File: src/rtl/rom_ctrl.sv
// rom_ctrl: two-requester round-robin read controller for a 32-word asynchronous ROM.
// Optional one-entry read cache is compiled in when ROM_CTRL_CACHE_EN is defined.
module rom_ctrl #(
  parameter int unsigned AW   = 5,
  parameter int unsigned DW   = 8,
  parameter int unsigned WAIT = 1
) (
  input  logic          clk,
  input  logic          rst_n,
  input  logic          req0,
  input  logic          req1,
  input  logic [AW-1:0] addr0,
  input  logic [AW-1:0] addr1,
  output logic          ack0,
  output logic          ack1,
  output logic [DW-1:0] rdata,
  output logic          rom_cs,
  output logic          rom_oe,
  output logic [AW-1:0] rom_addr,
  input  logic [DW-1:0] rom_data
);

  localparam int unsigned CW = 4;
  localparam logic [1:0] IDLE   = 2'd0;
  localparam logic [1:0] ACCESS = 2'd1;
  localparam logic [1:0] DONE   = 2'd2;

  logic [1:0]    state, state_d;
  logic [CW-1:0] cnt, cnt_d;
  logic          last, last_d;
  logic          owner, owner_d;
  logic          ack0_d, ack1_d;
  logic          rom_cs_d, rom_oe_d;
  logic [DW-1:0] rdata_d;
  logic [AW-1:0] rom_addr_d;
  logic          win_c;
  logic [AW-1:0] win_addr_c;
  logic          hit_c;
`ifdef ROM_CTRL_CACHE_EN
  logic          c_vld, c_vld_d;
  logic [AW-1:0] c_tag, c_tag_d;
  logic [DW-1:0] c_data, c_data_d;
`endif

  // A lone requester wins outright; on a tie the one not served last wins.
  always_comb begin
    win_c      = (req0 && req1) ? ~last : req1;
    win_addr_c = win_c ? addr1 : addr0;
`ifdef ROM_CTRL_CACHE_EN
    hit_c      = c_vld && (c_tag == win_addr_c);
`else
    hit_c      = 1'b0;
`endif
  end

  always_comb begin
    state_d    = state;
    cnt_d      = cnt;
    last_d     = last;
    owner_d    = owner;
    ack0_d     = 1'b0;
    ack1_d     = 1'b0;
    rdata_d    = rdata;
    rom_cs_d   = rom_cs;
    rom_oe_d   = rom_oe;
    rom_addr_d = rom_addr;
`ifdef ROM_CTRL_CACHE_EN
    c_vld_d    = c_vld;
    c_tag_d    = c_tag;
    c_data_d   = c_data;
`endif
    case (state)
      IDLE: begin
        if (req0 || req1) begin
          last_d  = win_c;
          owner_d = win_c;
          if (hit_c) begin
`ifdef ROM_CTRL_CACHE_EN
            rdata_d = c_data;
`endif
            ack0_d  = ~win_c;
            ack1_d  = win_c;
            state_d = DONE;
          end else begin
            rom_addr_d = win_addr_c;
            rom_cs_d   = 1'b0;
            rom_oe_d   = 1'b1;
            cnt_d      = CW'(WAIT - 1);
            state_d    = ACCESS;
          end
        end
      end
      ACCESS: begin
        if (cnt == '0) begin
          // Only capture while the ROM is actually driving the bus.
          if (!rom_cs && rom_oe) begin
            rdata_d = rom_data;
`ifdef ROM_CTRL_CACHE_EN
            c_vld_d  = 1'b1;
            c_tag_d  = rom_addr;
            c_data_d = rom_data;
`endif
          end
          ack0_d   = ~owner;
          ack1_d   = owner;
          rom_cs_d = 1'b1;
          rom_oe_d = 1'b0;
          state_d  = DONE;
        end else begin
          cnt_d = cnt - CW'(1);
        end
      end
      DONE:    state_d = IDLE;
      default: state_d = IDLE;
    endcase
  end

  always_ff @(posedge clk or negedge rst_n) begin
    if (!rst_n) begin
      state    <= IDLE;
      cnt      <= '0;
      last     <= 1'b1;
      owner    <= 1'b0;
      ack0     <= 1'b0;
      ack1     <= 1'b0;
      rdata    <= '0;
      rom_cs   <= 1'b1;
      rom_oe   <= 1'b0;
      rom_addr <= '0;
`ifdef ROM_CTRL_CACHE_EN
      c_vld    <= 1'b0;
      c_tag    <= '0;
      c_data   <= '0;
`endif
    end else begin
      state    <= state_d;
      cnt      <= cnt_d;
      last     <= last_d;
      owner    <= owner_d;
      ack0     <= ack0_d;
      ack1     <= ack1_d;
      rdata    <= rdata_d;
      rom_cs   <= rom_cs_d;
      rom_oe   <= rom_oe_d;
      rom_addr <= rom_addr_d;
`ifdef ROM_CTRL_CACHE_EN
      c_vld    <= c_vld_d;
      c_tag    <= c_tag_d;
      c_data   <= c_data_d;
`endif
    end
  end

endmodule

File: config.mk
export PLATFORM = sky130hd
export DESIGN_NAME = rom_ctrl
export DESIGN_NICKNAME = d
export VERILOG_FILES = /design/src/rtl/rom_ctrl.sv
export SDC_FILE = /design/constraint.sdc
export NUM_CORES = 1
export LEC_CHECK = 0
export ABC_AREA = 1
export BUFFER_PORTS_ARGS = -buffer_cell sky130_fd_sc_hd__buf_2
export CORE_ASPECT_RATIO = 1.25
export CORE_MARGIN = 8
export CORE_UTILIZATION = 48
export DETAILED_ROUTE_END_ITERATION = 8
export GPL_ROUTABILITY_DRIVEN = 0
export GPL_TIMING_DRIVEN = 0
export PLACE_DENSITY = 0.77
export SLEW_MARGIN = 20
export SYNTH_ARGS = -nofsm -noshare
export SYNTH_HDL_FRONTEND = slang
export SYNTH_SLANG_ARGS = --single-unit
File: constraint.sdc
create_clock -name clk -period 1.85 [get_ports clk]
set_clock_uncertainty 0.15 [all_clocks]
set_input_delay 0.555 -clock clk [delete_from_list [all_inputs] [get_ports clk]]
set_output_delay 0.555 -clock clk [all_outputs]
set_load 0.02 [all_outputs]
After elaboration in Yosys (flattened, before gate mapping)
Index checks and enable logic that the tools add are counted.
{"block": "totals", "register_bits": 25, "inputBits": 22, "out_inout_bits": 17}
{"block": "classes", "addsub": 1, "n_eq_ne": 4, "muxes": 18, "bitwise": 2, "reduce_logical": 12}
{"cell": "1-bit 2-to-1 mux", "count": 9}
{"cell": "3-bit AND reduction", "count": 3}
{"cell": "4-bit 2-to-1 mux", "count": 2}
{"cell": "4-bit one-hot mux with 2 select lines", "count": 1}
{"cell": "2-bit != test, second input constant", "count": 3}
{"cell": "5-bit 2-to-1 mux", "count": 1}
{"cell": "4-bit zero test", "count": 1}
{"cell": "2-bit 2-to-1 mux", "count": 2}
{"cell": "1-bit one-hot mux with 2 select lines", "count": 2}
{"cell": "2-bit one-hot mux with 2 select lines", "count": 1}
{"cell": "2-bit AND reduction", "count": 2}
{"cell": "4-bit by 1-bit subtractor with 4-bit output, second input constant", "count": 1}
{"cell": "2-bit by 1-bit equality test with 1-bit output, second input constant", "count": 1}
{"cell": "1-bit logical AND", "count": 2}
{"cell": "2-bit zero test", "count": 1}
{"cell": "1-bit inverter", "count": 2}
{"cell": "2-bit nonzero test", "count": 1}
{"cell": "1-bit zero test", "count": 1}
{"cell": "1-bit logical OR", "count": 1}

Depth between registers and ports, before layout
{"block": "logic_depth", "depth_word": 3, "ltp_mapped": 7, "mapped_depth_nobuf": 7}

Least setup slack after synthesis
No wires, ideal clock.
{"block": "synth_path", "kind": "input-to-reg", "startpoint": "input port req1", "endpoint": "register rom_addr[1]", "arrival_time_ps": 1079, "required_time_ps": 1576, "slack_ps": 497, "stages": 6, "path_buffers": 1, "cell_sequence": "inv_1 -> a21oi_1 -> buf_2 -> nand2_1 -> o211ai_1 -> nand2_1"}
{"block": "synth_via", "elab_chain_len": 3, "elab_cells_between_ends": 5, "cone_classes": "mux (2); reduce/logical (3)"}
{"item": "start, declared", "line": "11", "source": "input logic req1,"}
{"item": "1-bit logical AND", "line": "47", "source": "win_c = (req0 && req1) ? ~last : req1;"}
{"item": "1-bit 2-to-1 mux", "line": "47"}
{"item": "5-bit 2-to-1 mux", "line": "48", "source": "win_addr_c = win_c ? addr1 : addr0;"}
{"item": "end signal, assigned", "line": "145", "source": "rom_addr <= rom_addr_d;"}
{"item": "end, declared", "line": "19", "source": "output logic [AW-1:0] rom_addr,"}
Several ways; a longest one is shown, not always the timed one.
A chain may end at the register's enable or synchronous reset.

Worst setup path in the final report
{"block": "layout_path", "startpoint": "register rom_cs", "endpoint": "output port rom_cs"}
{"item": "start, declared", "line": "17", "source": "output logic rom_cs,"}
{"item": "start signal, assigned", "line": "143", "source": "rom_cs <= rom_cs_d;"}
No word-level cell between the ends.

==> summary.txt <==
Setup Buffers After CTS = 0
Synth Area per Inst = 8.82 um2
Gate power share = 0.514
Design Area, Final = 1380 um2
Clock Power Share = 0.099
slowest CP cell = dfstp_2
CTS max path bufs = 2
Clock Latency Late Sink = 0.32 ns
Sw Pwr = 1.11 mW
final design utilization = 0.623
n_diodes = 0
dpl hpwl = 1.92 mm
setup total negative slack = 0 ns
largest family of logic cells by synthesized area = simple AND/OR/NAND/NOR gates
max incr delay on CP = 0.57 ns
largest net degree at the start of global routing = 26
Worst setup EP type = output pin
Power Total = 2.42 mW
crit path max fanout = 3
data required time of the critical path = 1.14 ns
first-pass GRT wire length = 4.27 mm
DRT Pass-1 Iters = 4
Syn Inst Count = 127
share of layout cells above drive strength 1 = 0.343
commonest non-fill, non-tap cell in the layout = nand2_1
crit path launch type = flip-flop
Net Sw Frac = 0.458
All-Layer GR Usage = 0.129
Synth Area in Compound Gates = 0.0682
multiplexer share of the synthesized area = 0
Worst Tran Pin Value = 0.535 ns
Ports = 39
P&R area growth vs syn = 22.9%
simple-gate share of the synthesized area = 0.266
most frequent cells in the layout = 44 x nand2_1, 39 x buf_2, 23 x dfrtp_1, 12 x inv_1, 11 x nand3_1
pre-CTS setup slack = 0.254 ns
Cell Chain, Critical Path = buf_2
root buf cell = clkbuf_4
initial antenna violation count = 0
Final min period = 1.75 ns
Worst VDD drop = 1300 uV
DRC Markers = 0
area of the multi-input gates = 408 um2
vias in the first global route = 1,035
Post-Synth XOR/XNOR Area = 0.00782
Synth area leaders = dfrtp_1 51%, nand2_1 15%, nand3_1 4.9%
status = completed
routed len/inst = 12.3 um
#FFs+latches synth = 25
Slew HR = 0.643
Fin. Hold Viols = 0
clock sink total = 25
Die Span X = 59.2 um
final setup vio count = 0
family with the most delay on the worst path = flip-flops
I/O Buffers = 38
syn nets = 151
Flop pwr share = 0.386
Max H-tree Level = 1
initial DRC count = 30
vias = 961
post-synthesis sequential area ratio = 0.561
max_cap viols = 0
Seq. cell area = 628 um2
period utilisation layout = 0.947
Int Power = 1.31 mW
Fmax achieved = 0.571 GHz
Post-Place Cell Area = 1350 um2
adder-cell share of the synthesized area = 0.0223
RSZ-0062 raised after global routing = false
largest area contributor in the netlist = dfrtp_1
max-slew violation count = 0
Yosys Warn Count = 0
# nets final = 194
remaining global-route overflow = 0
DRT Wirelength = 2.45 mm
pwr/cell area = 1760 nW/um2
Post-CTS Hold Buffers = 0
# rows = 19
LEAKAGE = 0.782 nW
post-CTS sizing = 0
Antenna Nets Post-Route = 0
TritonCTS clock tree = built
Hold Path Class = in -> async
crit path buf inv count = 1
critical path class = reg -> out
top-area cell type share of the netlist area = 0.514
area of the core = 2210 um2
vias per inst = 4.81
# fillers = 207
DIE AREA = 4140 um2
setup ws final = 0.0988 ns
Yosys cell types = 21
Clk pin slew, worst setup/hold paths = 0.14 ns
crit path DAT = 1.05 ns
starting density of the core = 0.507
CTS buffer count = 3
Post-Syn Area = 1120 um2
die extent in y = 70 um
routing by layer:
| metal | up-vias | routed length, um | GRT usage | share of wire |
|---|---|---|---|---|
| li1 | 484 | - | - | - |
| met1 | 448 | 1030 | 0.132 | 0.42 |
| met2 | 25 | 1230 | 0.224 | 0.50 |
| met3 | 4 | 142 | 0.0403 | 0.058 |
| met4 | 0 | 44 | 0.0613 | 0.018 |
| met5 | - | 0 | 0 | 0 |
cell usage after synthesis:
cell type	n
buf_2	1
inv_2	4
dfrtp_1	23
o21ai_0	3
a21oi_1	1
o21ai_1	2
inv_1	12
nor2_2	1
xnor2_1	1
buf_6	1
o211ai_1	5
nand2_1	44
dfstp_2	2
o21ai_2	1
buf_4	1
nor2_4	2
nand3_1	11
nor2_1	7
ha_1	2
nand2_2	2
nand3_2	1
through the flow:
step | hold WS, ns | instances
floorplan | 0.109 | 127
global placement | 0.257 | 196
CTS | 0.0658 | 200
finish | 0.0405 | 200
detailed placement | 0.264 | 196
global route | 0.0767 | 200
cell families after synthesis:
group | count (synthesis)
DFF | 25
xor gates and xnor gates | 1
buffers and inverters | 19
and+or+nand+nor | 68
AOI/OAI and AO/OA | 12
adders and majority gates | 2
cell type report:
type | instances | share of cell area
inverters | 16 | 0.0436
clock inverters | 1 | 0.00364
well taps | 31 | 0.0282
repair buffers | 38 | 0.138
multi-input cells | 83 | 0.296
clock buffers | 3 | 0.0164
plain buffers | 3 | 0.0173
flip-flops and latches | 25 | 0.456
power groups by stage:
| stage | logic [mW] | clock network [mW] | registers, mW |
|---|---|---|---|
| floorplan | 0.661 | 0 | 1.16 |
| global placement | 1.21 | 0 | 0.936 |
| detailed placement | 1.26 | 0 | 0.947 |
| CTS | 1.26 | 0.246 | 0.936 |
| global route | 1.39 | 0.269 | 0.962 |
| finish | 1.24 | 0.240 | 0.934 |
final timing paths:
path,startpoint,to,slack [ns],cells past startpoint
max,rom_cs,rom_cs,0.1,1
min,rst_n,cnt[2],0.04,1
max reg2reg,cnt[0],rdata[7],0.35,7
min reg2reg,owner,ack0,0.29,1
max in group asynchronous,rst_n,rom_cs,1.13,1
min in group clk,owner,ack0,0.29,1
registers in the layout, indices dropped and copies added, names as in the netlist:
signal	flops
rom_cs	1
rom_oe	1
rdata	8
last	1
ack0	1
rom_addr	5
state	2
owner	1
cnt	4
ack1	1
No activity file was read; power rests on OpenSTA's default activity.
